**src/rtl/bcd_pkg.sv**
```systemverilog
// Shared types, digit limits and the nibble clamp used by the BCD down counter.
package bcd_pkg;

  typedef logic [3:0] bcd_digit_t;

  localparam bcd_digit_t BCD_MAX = 4'd9;
  localparam bcd_digit_t BCD_MIN = 4'd0;

  // Any nibble above 9 is treated as 9 so a bad load can never leave a non-BCD digit.
  function automatic bcd_digit_t bcd_sat(input logic [3:0] nib);
    if (nib > BCD_MAX) begin
      return BCD_MAX;
    end else begin
      return nib;
    end
  endfunction

endpackage

```
**src/rtl/m10_down_digit.sv**
```systemverilog
// One mod-10 down-counting BCD digit; wrap_val is the value taken when decrementing from 0.
module m10_down_digit
  import bcd_pkg::*;
(
  input  logic       clk,
  input  logic       rst_n,
  input  logic       dec,
  input  logic       load,
  input  logic [3:0] ld_val,
  input  logic [3:0] wrap_val,
  output logic [3:0] digit,
  output logic       is_zero
);

  bcd_digit_t digit_q;
  bcd_digit_t digit_d;

  // Next digit value: load beats decrement, decrement beats hold.
  always_comb begin
    digit_d = digit_q;
    if (load) begin
      digit_d = ld_val;
    end else if (dec) begin
      if (digit_q == BCD_MIN) begin
        digit_d = wrap_val;
      end else begin
        digit_d = digit_q - 4'd1;
      end
    end else begin
      digit_d = digit_q;
    end
  end

  // Digit state register.
  always_ff @(posedge clk or negedge rst_n) begin
    if (!rst_n) begin
      digit_q <= BCD_MIN;
    end else begin
      digit_q <= digit_d;
    end
  end

  assign digit   = digit_q;
  assign is_zero = (digit_q == BCD_MIN);

endmodule

```
**src/rtl/bcd_down_counter.sv**
```systemverilog
// Cascadable multi-digit BCD down counter with zero flag, underflow borrow pulse,
// load-error pulse and optional reload of the last loaded value on underflow.
module bcd_down_counter
  import bcd_pkg::*;
#(
  parameter int DIGITS      = 2,
  parameter bit AUTO_RELOAD = 1'b0
) (
  input  logic                  clk,
  input  logic                  rst_n,
  input  logic                  en,
  input  logic                  load,
  input  logic [4*DIGITS-1:0]   load_val,
  output logic [4*DIGITS-1:0]   count,
  output logic                  zero,
  output logic                  borrow,
  output logic                  load_err
);

  logic [DIGITS-1:0]   is_zero;
  logic [DIGITS-1:0]   dec;
  logic [DIGITS-1:0]   nib_bad;
  logic [4*DIGITS-1:0] ld_sat;
  logic [4*DIGITS-1:0] reload_q;
  logic [4*DIGITS-1:0] reload_d;
  logic                borrow_q;
  logic                borrow_d;
  logic                load_err_q;
  logic                load_err_d;
  logic                all_zero;
  logic                run;

  assign all_zero = &is_zero;

  // Clamp the load value and form the borrow-lookahead decrement enables.
  always_comb begin
    ld_sat  = '0;
    nib_bad = '0;
    dec     = '0;
    run     = en & ~load;
    for (int i = 0; i < DIGITS; i++) begin
      ld_sat[4*i +: 4] = bcd_sat(load_val[4*i +: 4]);
      nib_bad[i]       = (load_val[4*i +: 4] > BCD_MAX);
      dec[i]           = run;
      run              = run & is_zero[i];
    end
  end

  for (genvar g = 0; g < DIGITS; g++) begin : g_digit
    bcd_digit_t wrap_val;

    // Only a whole-counter underflow takes the reload digit; inner borrows always wrap to 9.
    assign wrap_val = (AUTO_RELOAD && all_zero) ? reload_q[4*g +: 4] : BCD_MAX;

    m10_down_digit u_digit (
      .clk      (clk),
      .rst_n    (rst_n),
      .dec      (dec[g]),
      .load     (load),
      .ld_val   (ld_sat[4*g +: 4]),
      .wrap_val (wrap_val),
      .digit    (count[4*g +: 4]),
      .is_zero  (is_zero[g])
    );
  end

  // Next reload register and status pulses.
  always_comb begin
    reload_d   = reload_q;
    borrow_d   = 1'b0;
    load_err_d = 1'b0;
    if (load) begin
      reload_d   = ld_sat;
      load_err_d = |nib_bad;
    end else begin
      borrow_d = en & all_zero;
    end
  end

  // Reload register and registered status pulses.
  always_ff @(posedge clk or negedge rst_n) begin
    if (!rst_n) begin
      reload_q   <= '0;
      borrow_q   <= 1'b0;
      load_err_q <= 1'b0;
    end else begin
      reload_q   <= reload_d;
      borrow_q   <= borrow_d;
      load_err_q <= load_err_d;
    end
  end

  assign zero     = all_zero;
  assign borrow   = borrow_q;
  assign load_err = load_err_q;

endmodule

```
**config.mk**
```make
export PLATFORM = sky130hd
export DESIGN_NAME = bcd_down_counter
export DESIGN_NICKNAME = d
export VERILOG_FILES = /design/src/rtl/bcd_pkg.sv /design/src/rtl/m10_down_digit.sv /design/src/rtl/bcd_down_counter.sv
export SDC_FILE = /design/constraint.sdc
export NUM_CORES = 1
export LEC_CHECK = 0
export ABC_AREA = 1
export ABC_CLOCK_PERIOD_IN_PS = 1000
export CAP_MARGIN = 25
export CORE_MARGIN = 2
export CORE_UTILIZATION = 38
export DETAILED_ROUTE_END_ITERATION = 10
export MAX_ROUTING_LAYER = met4
export PLACE_DENSITY = 0.77
export SETUP_SLACK_MARGIN = 0.02
export SLEW_MARGIN = 20
export SYNTH_ARGS = -nofsm -noshare
export SYNTH_HDL_FRONTEND = slang
export SYNTH_SLANG_ARGS = --single-unit
```
**constraint.sdc**
```tcl
create_clock -name clk -period 1 [get_ports clk]
set_clock_uncertainty 0.1 [all_clocks]
set_input_delay 0.15 -clock clk [delete_from_list [all_inputs] [get_ports clk]]
set_output_delay 0.15 -clock clk [all_outputs]
set_load 0.02 [all_outputs]
```
# Word level (Yosys, flattened, before mapping)
# Cells that the tools add are included.
[totals]
latchBits = 0
ram_bits = 0
register_bits = 10
mem_bits_ro = 0
out_inout_bits = 11
input_bits = 12
word_cells = 28
memories = 0
[op_classes]
reduce_logical = 6
n_eq_ne = 0
shift = 0
bitwise_logic = 4
n_div = 0
n_mux = 10
n_lt_le_gt_ge = 2
add_sub_neg = 2
mul = 0
[ops]
columns = ["cell", "count"]
rows = [
  ["2-to-1 mux 4 bit", 8],
  ["greater-than comparator 4 bit (second input constant)", 2],
  ["zero test 4 bit", 2],
  ["subtractor 4 x 1 -> 4 bit (second input constant)", 2],
  ["nonzero test 2 bit", 2],
  ["bitwise AND 1 bit", 3],
  ["2-to-1 mux 1 bit", 2],
  ["AND reduction 2 bit", 1],
  ["OR reduction 2 bit", 1],
  ["NOT 1 bit", 1],
]

# Logic depth before layout (Yosys ltp)
# Gate-level depths: netlist of the first run.
[logic_depth]
depth_word = 5
mapped_depth = 7
depth_no_buf = 7

# Hierarchy
# A second synthesis of the first run with hierarchy kept.
[hier_totals]
cells_unflattened = 117
hier_area_um2 = 750.7
[modules_own_cells]
columns = ["module", "cells_each", "area_per_inst_um2", "seq_area_each_um2", "n_inst"]
rows = [
  ["m10_down_digit", 45, 295.3, 100.1, 2],
  ["bcd_down_counter", 27, 160.2, 50.0, 1],
]

# Worst setup path before layout of the first run
# No wires, ideal clock.
[synth_timing]
path_type = "register to output"
start = "register g_digit[1].u_digit.digit_q[1]"
end = "output zero"
stages_incl_launch_ff = 4
arrival_time_ps = 1107
path_buffers = 0
required_time_ps = 750
path_slack_ps = -357
path_cell_list = "dfrtp_1 nor2_1 nand2_1 nor2_1"
[synth_between]
elab_chain_cells = 2
[synth_lines]
columns = ["element", "line_no", "text"]
rows = [
  ["start, declared", "m10_down_digit.sv:15", "bcd_digit_t digit_q;"],
  ["start signal, assigned", "m10_down_digit.sv:39", "digit_q <= digit_d;"],
  ["zero test 4 bit", "m10_down_digit.sv:44", "assign is_zero = (digit_q == BCD_MIN);"],
  ["AND reduction 2 bit", "bcd_down_counter.sv:33", "assign all_zero = &is_zero;"],
  ["end, declared", "bcd_down_counter.sv:15", "output logic zero,"],
]
# Every way passes these cells.

# Worst setup path in the final report of the first run
[layout_timing]
start = "register g_digit[0].u_digit.digit_q[3]"
end = "output zero"
[layout_between]
elab_chain_cells = 2
[layout_lines]
columns = ["element", "line_no"]
rows = [
  ["start, declared", "m10_down_digit.sv:15"],
  ["start signal, assigned", "m10_down_digit.sv:39"],
  ["zero test 4 bit", "m10_down_digit.sv:44"],
  ["AND reduction 2 bit", "bcd_down_counter.sv:33"],
]
# Every way passes these cells.

==> impl_results.md, run 1 <==
* Status: complete, but fails checks
* Failing checks: setup timing
* I/O pin count at 23
* Num rows at 14
* DIE AREA at 2050 um2
* Relative slew margins at roughly four fifths
* WP data arrival at roughly 1100 ps
* Clock transition at path regs at 80 ps
* Post-Syn Nets at approximately 100
* Clock latency at the later pin of the worst-skew pair at about 280 ps
* Clock root buffer: clkbuf_4
* First-pass GRT wire length at around 3300 um
* Vias in the first global route at 761
* Starting Density at between 40% and 50%
* Yosys top cell area share at between 30% and 40%
* TritonCTS Buffers at 3
* H-tree depth at 1
* DIE HEIGHT at 45.3 um
* Detailed-route via count at around 830
* Post-Syn Area per Cell at between 7 and 8 um2
* Top post-synthesis cells by area: dfrtp_1 39%, nand2_1 21%, nand3_1 7.7%
* Worst Setup End Kind: primary output
* Largest family of logic cells by synthesized area: simple AND/OR/NAND/NOR gates
* Final hold slack at between 60 and 70 ps
* Netlist Area Pre-Place at roughly 650 um2
* Global Route Usage Sum at 23.7%
* Final Hold Viols at 0
* Fmax at approximately 700 MHz
* DR WL/cell at about 14 um
* Worst min path class: input port to asynchronous set/reset pin
* GR Overflow Total at 0
* ANT cells at 0
* DR pass1 iterations at 4
* TritonCTS clock tree: done
* Post-synth EDFFs at 0
* Drt first-iter violations at 23
* Synth area leader: dfrtp_1
* Maximum clock path buffer count at 2
* Tightest Pin Transition at about 320 ps
* Core area at roughly 1600 um2
* Fin crit period at approximately 1400 ps
* Seq cells post-synth at 10
* Startpoint types: flop
* Setup TNS at -4370 ps
* Final setup vio count at 20
* FFs w/ async S/R, synth at 100%
* Post-synthesis sequential area ratio at about two fifths
* Fin crit share at 139%
* Worst r2r src: g_digit[0].u_digit.digit[3]$_DFFE_PN0P_
* Share of cells above drive strength 1 at about half
* Max-slew violation count at 0
* Critical setup path kind: flop to primary output
* Area Growth Syn to Fin at 91.7%
* Initial antenna violation count at 0
* HPWL after detailed placement at about 1400 um
* Complex-gate fraction of the synthesized area at 7.16%
* Most common cell in the netlist: nand2_1
* Yosys warnings at 0
* RSZ-0062 raised after global routing: true
* FILL cells at 106
* Post-layout util at approximately four fifths
* IO Port Bufs at 22
* Sink Count at 10
* Power, Total at between 1500 and 2000 uW
* Area share of and/or/nand/nor cells after synthesis at between 40% and 50%
* Synth top cells by count: 36 x nand2_1, 10 x dfrtp_1, 10 x nand3_1, 8 x inv_1, 6 x nor2_1
* NumNets Final at roughly 160
* CP required at roughly 750 ps
* Vias per cell at 5.23
* Post-route ant nets at 0
* Placer's final routability congestion estimate at around 0.87
* DRC violations left at 0
* Final wirelength at approximately 2300 um
* Leak at between 0.0006 and 0.0007 uW
* Max VDD drop at about 0.0011 V
* Synth Area in Adders at 0%
* Power Dens Cells at roughly 1600 nW/um2
* Synth Instances at 91
* Setup WS post-layout at -386 ps
* Pin count of the biggest net entering global routing at 15
* Max Cap Viol at 0
* Mux cell area share after synthesis at 0%
* Die width at 45.3 um
* Crit. Startpoint: g_digit[0].u_digit.digit[3]$_DFFE_PN0P_
* Distinct cells, synth at 18
* Synth Flop Type: dfrtp_1
* Sequential cell area at between 200 and 300 um2
* CP Max Fanout at 2
* Area share of xor/xnor cells in the synthesized design at 0%
* Area of the multi-input gates at 418 um2
-- power by group --
part           leakage [uW]  internal [uW]  switching [uW]
clock             0.0000210            222             167
combinational      0.000488            500             498
sequential         0.000119            475            70.4
total              0.000628           1200             735
-- per-layer routing --
layer,share of wire (%),up-vias,track usage (%)
met4,3.0,0,13.5
met2,50,50,37.7
met5,0,-,-
li1,-,396,-
met1,42,376,28.1
met3,5.1,9,4.00
-- metrics by stage --
stage	instance area, um2	cells	worst slack (ps)
floorplan	668	91	-187
global placement	1060	150	-539
detailed placement	1060	150	-560
CTS	1180	160	-357
global route	1240	159	-431
finish	1240	159	-386
-- state kept, by name, summed over array words and instances (netlist names) --
signal	flops
g_digit.u_digit.digit	8
load_err	1
borrow	1
-- layout by cell type (no fill, tap or decap), drive strengths merged --
cell,n
buf,39
nand2,38
nand3,12
dfrtp,10
clkdlybuf4s50,9
inv,9
nor2,9
o21ai,5
clkbuf,4
a21oi,2
nand4,2
nor3,1
o211ai,1
dlymetal6s2s,1
dlygate4sd2,1
-- path summary, 6_finish.rpt --
| kind | to | slack (ps) | cells after the start |
|---|---|---|---|
| setup / recovery | zero | -390 | 4 |
| hold / removal | g_digit[0].u_digit.digit[1]$_DFFE_PN0P_ | 60 | 2 |
| setup reg to reg | g_digit[1].u_digit.digit[0]$_DFFE_PN0P_ | -390 | 8 |
| hold reg to reg | g_digit[1].u_digit.digit[2]$_DFFE_PN0P_ | 530 | 3 |
| max in group asynchronous | g_digit[1].u_digit.digit[0]$_DFFE_PN0P_ | 570 | 2 |
| min in group clk | g_digit[0].u_digit.digit[2]$_DFFE_PN0P_ | 230 | 5 |
-- critical path: stages, from the launching register on --
cell,delay (ps)
dfrtp_2,440
nor2_4,140
nand2_2,80
nor2_4,80
buf_6,110
-- layout make-up --
cell class / count / share of cell area [%]
Multi-Input combinational cell: 70 / 33.7
Inverter: 9 / 3.33
Sequential cell: 10 / 20.7
Clock buffer: 4 / 2.93
Timing Repair Buffer: 50 / 37.7
Tap cell: 16 / 1.61
-- kinds of logic (layout without fill, tap and decap cells) --
| logic type | Yosys count | after routing |
|---|---|---|
| flip-flops | 10 | 10 |
| buffers and inverters | 11 | 63 |
| AND/OR/NAND/NOR | 62 | 62 |
| AO/OA/AOI/OAI | 8 | 8 |
-- timing repair --
item,CTS,global route
resized for setup,77,19
buffers inserted,6,3
endpoints found under the setup margin,21,20
hold buffers,0,0
gates cloned,0,0
pin swaps,6,5
Note: power is estimated with default switching activity, not from simulation.
==> run 2, diff against run 1 <==
Settings changed: CORE_MARGIN 2 to unset.
==> run 2 against run 1 <==
The flow still finishes with violations (setup timing). Combinational power is 20% higher. Wire length is 33% higher. Die area decreased by 8.6%. Worst setup slack worse by 63 ps. Global-route usage is 1.8 points higher. Maximum frequency fell by 4.4%.
==> impl_results.md, run 2 (synthesis gave the netlist of run 1 again) <==
* Max reg flops at 8 (unchanged)
* Worst r2r src: g_digit[0].u_digit.digit[1]$_DFFE_PN0P_
* Fmax at 690 MHz (-4.4%)
* Num rows at 14 (unchanged)
* Fin crit share at 145% (+6.3 points)
* DRC violations left at 0 (unchanged)
* Starting Density at 42.0% (+0.47 points)
* Reg2Reg Setup Slack at -410 ps (-20 ps)
* Fin crit period at 1450 ps (+63.2 ps)
* Relative slew margins at 80.9% (+2.6 points)
* Max-slew violation count at 0 (unchanged)
* Initial antenna violation count at 0 (unchanged)
* Max VDD drop at 0.000922 V (-20%)
* Clock latency at the later pin of the worst-skew pair at 270 ps (about the same)
* CP Max Fanout at 2 (unchanged)
* Area Growth Syn to Fin at 108%
* DR WL/cell at 18.5 um (+28%)
* H-tree depth at 1 (unchanged)
* NumNets Final at 162 (+3.8%)
* Power Dens Cells at 1600 nW/um2 (+2.6%)
* Placer's final routability congestion estimate at 0.827 (-4.9%)
* IO Port Bufs at 22 (unchanged)
* DIE AREA at 1870 um2 (-8.6%)
* Failing checks: setup timing
* Most frequent cells in the layout: 29 x nand2_1, 26 x buf_6, 19 x buf_4
* Core area at 1540 um2 (-1.1%)
* HPWL after detailed placement at 1430 um (+1.9%)
* Leading cell type in the layout, fill and taps excluded: nand2_1
* DIE HEIGHT at 43.3 um (-4.4%)
* Die width at 43.3 um (-4.4%)
* Max Cap Viol at 0 (unchanged)
* Tightest Pin Transition at 284 ps (-37.1 ps)
* TritonCTS Buffers at 3 (unchanged)
* R2R depth at 8 (unchanged)
* Clock transition at path regs at 80 ps (about the same)
* DR pass1 iterations at 6 (+2)
* Vias per cell at 5.70 (+9.1%)
* Top cell by count, worst path: nor2_4
* R2r endpoint: g_digit[1].u_digit.digit[0]$_DFFE_PN0P_
* Drt first-iter violations at 57 (+150%)
* CP required at 750 ps (about the same)
* Share of cells above drive strength 1 at 56.4% (+6.0 points)
* GR Overflow Total at 0 (unchanged)
* CP Buf/Inv Count at 1 (unchanged)
* Slowest-stage cell, CP: dfrtp_1
* Final setup vio count at 20 (unchanged)
* Critical setup path kind: flop to primary output
* Maximum clock path buffer count at 2 (unchanged)
* Vias in the first global route at 756 (-0.66%)
* Global Route Usage Sum at 25.5% (+1.8 points)
* Leak at 0.000672 uW (+7.1%)
* Hold buffer count at cts at 0 (unchanged)
* Sink Count at 10 (unchanged)
* Status: complete, but fails checks
* ANT cells at 0 (unchanged)
* RSZ-0062 raised after global routing: true
* Worst min path class: input port to asynchronous set/reset pin
* Clock root buffer: clkbuf_4
* Final wirelength at 3050 um (+33%)
* Setup WS post-layout at -449 ps (-63.2 ps)
* Power, Total at 2150 uW (+11%)
* Crit path cell chain: nor2_4 -> nand2_2 -> nor2_4 -> buf_6
* TritonCTS clock tree: done
* Startpoint types: flop
* Pin count of the biggest net entering global routing at 16 (+1)
* Worst Setup End Kind: primary output
* Fin cells at 165 (+3.8%)
* WP data arrival at 1200 ps (+60 ps)
* Max stage delay on crit path at 440 ps (about the same)
* First-pass GRT wire length at 3420 um (+4.9%)
* I/O pin count at 23 (unchanged)
* Placed insts at 148 (-1.3%)
* Detailed-route via count at 941 (+13%)
* CP top delay family: flip-flops
* Post-route ant nets at 0 (unchanged)
* Final Hold Viols at 0 (unchanged)
## run 2: worst max path at each step
stage                                            startpoint                                       to  slack [ps]  depth (start not counted)
global route        g_digit[1].u_digit.digit[1]$_DFFE_PN0P_                                     zero        -480                          4
global placement    g_digit[0].u_digit.digit[3]$_DFFE_PN0P_                                     zero        -520                          4
floorplan           g_digit[0].u_digit.digit[1]$_DFFE_PN0P_  g_digit[1].u_digit.digit[1]$_DFFE_PN0P_        -190                          6
detailed placement  g_digit[0].u_digit.digit[3]$_DFFE_PN0P_                                     zero        -570                          4
CTS                 g_digit[0].u_digit.digit[2]$_DFFE_PN0P_                                     zero        -350                          4
finish              g_digit[1].u_digit.digit[1]$_DFFE_PN0P_                                     zero        -450                          4
## run 2: layout make-up
type | count | area [um2]
Timing Repair Buffer | 56 | 543
Multi-Input combinational cell | 70 | 448
Sequential cell | 10 | 256
Fill cell | 75 | 196
Inverter | 9 | 41.3
Clock buffer | 4 | 36.3
Tap cell | 16 | 20.0
## run 2: stage by stage
step / utilization (%) / setup TNS (ps) / hold WS (ps) / cell area, um2 / setup WS (ps)
after detailed placement: 67.7 / -6920 / 350 / 1040 / -570
after CTS: 77.0 / -3960 / 66.1 / 1190 / -350
after floorplan: - / -1070 / -246 / 668 / -187
after global routing: 87.3 / -5890 / 90.5 / 1350 / -484
after global placement: 67.7 / -6540 / 352 / 1040 / -521
final: 87.3 / -5400 / 93.5 / 1350 / -449
## run 2: timing repair
item / in CTS / in global routing
resized for setup: 81 / 33
setup endpoints to repair: 20 / 21
pin swaps: 10 / 15
setup buffers: 9 / 11
hold endpoints to repair: 0 / 0
## run 2: per-layer routing
layer,GRT usage (%),vias up,share of wire (%)
li1,-,410,-
met1,34.3,434,35
met2,39.7,74,50
met3,2.13,23,9.2
met4,9.70,0,4.8
met5,-,-,0
## run 2: power breakdown
part           internal, uW  switching, uW  total, uW
sequential              475           82.8        558
combinational           610            593       1200
clock                   221            168        390
total                  1310            844       2150
==> run 3, diff against run 2 <==
--- a/config.mk
+++ b/config.mk
@@ -10,2 +10,3 @@
 export CAP_MARGIN = 25
+export CORE_MARGIN = 5
 export CORE_UTILIZATION = 38
==> constraint.sdc (replaced) <==
create_clock -name clk -period 1 [get_ports clk]
set_clock_uncertainty 0.1 [all_clocks]
set_input_delay 0.1 -clock clk [delete_from_list [all_inputs] [get_ports clk]]
set_output_delay 0.1 -clock clk [all_outputs]
set_load 0.02 [all_outputs]
==> run 3 against run 2 <==
The flow still finishes with violations (setup timing). Sequential cell count unchanged. Register-to-register slack improved by 140 ps. Maximum frequency grew 9.0%. Sequential power fell by 3%. Wire length down 30%. Utilization is 15 points lower. Critical path type unchanged. Largest cell class unchanged.
==> impl_results.md, run 3 (synthesis gave the netlist of run 1 again) <==
* FILL cells at 122 (+63%)
* Num rows at 15 (+1)
* Pre-CTS WS at -503 ps (+67.8 ps)
* Initial antenna violation count at 0 (unchanged)
* Power Dens Cells at 1590 nW/um2 (-0.47%)
* Clock network fraction of design power at 20.4% (+2.3 points)
* Relative slew margins at 80.1% (-0.84 points)
* Critical setup path kind: flop to primary output
* Sw Ratio at 36.7% (-2.6 points)
* Area of the multi-input gates at 380 um2 (-15%)
* CP required at 800 ps (+50 ps)
* DP Area at 1040 um2 (-0.60%)
* Placer's final routability congestion estimate at 0.835 (+0.97%)
* Max-slew violation count at 0 (unchanged)
* Area Growth Syn to Fin at 87.0%
* DRC violations left at 0 (unchanged)
* Top routing layer in use: met4
* Most frequent cells in the layout: 30 x nand2_1, 21 x buf_6, 17 x buf_4
* Clock root buffer: clkbuf_4
* DR WL/cell at 13.3 um (-28%)
* ANT cells at 0 (unchanged)
* WP data arrival at 1130 ps (-70 ps)
* Max Cap Viol at 0 (unchanged)
* DIE HEIGHT at 51.3 um (+18%)
* Met3 WL post-DR at 101 um (-64%)
* Final setup vio count at 18 (-10%)
* DIE AREA at 2630 um2 (+40%)
* Final wirelength at 2120 um (-30%)
* Final Hold Viols at 0 (unchanged)
* TritonCTS clock tree: done
* Fmax at 752 MHz (+9.0%)
* Sequential cell area at 256 um2 (unchanged)
* Clock latency at the later pin of the worst-skew pair at 280 ps (about the same)
* Pin count of the biggest net entering global routing at 17 (+1)
* Worst r2r src: g_digit[1].u_digit.digit[0]$_DFFE_PN0P_
* Crit. Startpoint: g_digit[1].u_digit.digit[0]$_DFFE_PN0P_
* Power, Total at 1930 uW (-10%)
* CP Max Fanout at 2 (unchanged)
* H-tree depth at 1 (unchanged)
* DR pass1 iterations at 4 (-2)
* Starting Density at 38.7% (-3.2 points)
* Post-route ant nets at 0 (unchanged)
* Clock transition at path regs at 80 ps (about the same)
* Final hold slack at 11.3 ps (-82.2 ps)
* Share of cells above drive strength 1 at 46.5% (-9.9 points)
* Sequential power share at 28.0% (+2.1 points)
* CP Capture Point: zero
* Vias per cell at 5.13 (-10%)
* Die width at 51.3 um (+18%)
* Detailed-route via count at 815 (-13%)
* First-pass GRT wire length at 3370 um (-1.6%)
* Status: complete, but fails checks
* Fin crit period at 1330 ps (-119 ps)
* Leak at 0.000603 uW (-10%)
* Global Route Usage Sum at 18.1% (-7.4 points)
* Combinational Power Share at 51.6% (-4.3 points)
* Core area at 1670 um2 (+8.4%)
* NetSw at 706 uW (-16%)
* HPWL after detailed placement at 1420 um (-1.2%)
* Maximum clock path buffer count at 2 (unchanged)
* Startpoint types: flop
* R2r endpoint: g_digit[1].u_digit.digit[2]$_DFFE_PN0P_
* Int Pwr at 1220 uW (-6.7%)
* Cell area after layout at 1210 um2 (-10%)
* Setup WS post-layout at -330 ps (+119 ps)
* Sink Count at 10 (unchanged)
* GR Overflow Total at 0 (unchanged)
* TritonCTS Buffers at 3 (unchanged)
* I/O pin count at 23 (unchanged)
* NumNets Final at 155 (-4.3%)
* Worst min path class: input port to asynchronous set/reset pin
* Worst Setup End Kind: primary output
* Leading cell type in the layout, fill and taps excluded: nand2_1
* RSZ-0062 raised after global routing: true
* Setup TNS at -3670 ps (+1720 ps)
* IO Port Bufs at 22 (unchanged)
* Tightest Pin Transition at 296 ps (+11.4 ps)
* Max reg flops at 8 (unchanged)
* Fin crit share at 133% (-12 points)
* Reg2Reg Setup Slack at -270 ps (+140 ps)
* Drt first-iter violations at 26 (-54%)
* Met2 wire len at 1100 um (-29%)
* R2R depth at 8 (unchanged)
* Vias in the first global route at 758 (+0.26%)
* Met1 Routed Length at 852 um (-21%)
* Failing checks: setup timing
* Max VDD drop at 0.000758 V (-18%)
## run 3: cell count changes in the layout (fill, tap and decap cells not counted), sizes merged
cell           previous run  this run
buf                      45        38
dlygate4sd2               2         0
clkdlybuf4s50             9        11
## run 3: worst max-delay path, cell delays in order (launching register included)
cell and delay, ps:
dfrtp_2 430, nor2_4 120, nand2_2 60, nor2_2 110
buf_6 120
## run 3: layout make-up
class	instances	area share, %
clock buffers	4	3.00
inverters	9	3.41
multi-input cells	70	31.4
flip-flops and latches	10	21.2
well taps	17	1.76
repair buffers	49	39.2
## run 3: repair_timing
item,CTS,global route
endpoints found under the setup margin,20,21
pin swaps,8,5
buffers inserted,5,5
hold buffers,0,0
gates resized for setup,76,13
## run 3: worst min-delay path by stage
stage	startpoint	to	slack [ps]
global placement	rst_n	g_digit[1].u_digit.digit[1]$_DFFE_PN0P_	300
CTS	rst_n	g_digit[1].u_digit.digit[2]$_DFFE_PN0P_	3
detailed placement	rst_n	g_digit[1].u_digit.digit[2]$_DFFE_PN0P_	300
floorplan	rst_n	borrow$_DFF_PN0_	-300
finish	rst_n	g_digit[1].u_digit.digit[1]$_DFFE_PN0P_	10
global route	rst_n	borrow$_DFF_PN0_	30
## run 3: power by group through the flow
stage / registers (uW) / logic [uW] / clock network, uW
4_1_cts: 533 / 896 / 384
5_1_grt: 548 / 1070 / 422
6_report: 539 / 994 / 393
3_3_place_gp: 534 / 757 / 0
3_5_place_dp: 538 / 768 / 0
2_1_floorplan: 649 / 251 / 0
## run 3: stage by stage
| step | cells | utilization, % |
|---|---|---|
| floorplan | 91 | - |
| global placement | 148 | 62.1 |
| detailed placement | 148 | 62.1 |
| CTS | 156 | 69.0 |
| global route | 159 | 72.4 |
| finish | 159 | 72.4 |
## run 3: metal layers
layer	GRT usage, %	vias up
met5	-	-
met2	30.0	32
met1	20.1	381
met4	11.4	0
met3	3.21	8
li1	-	394
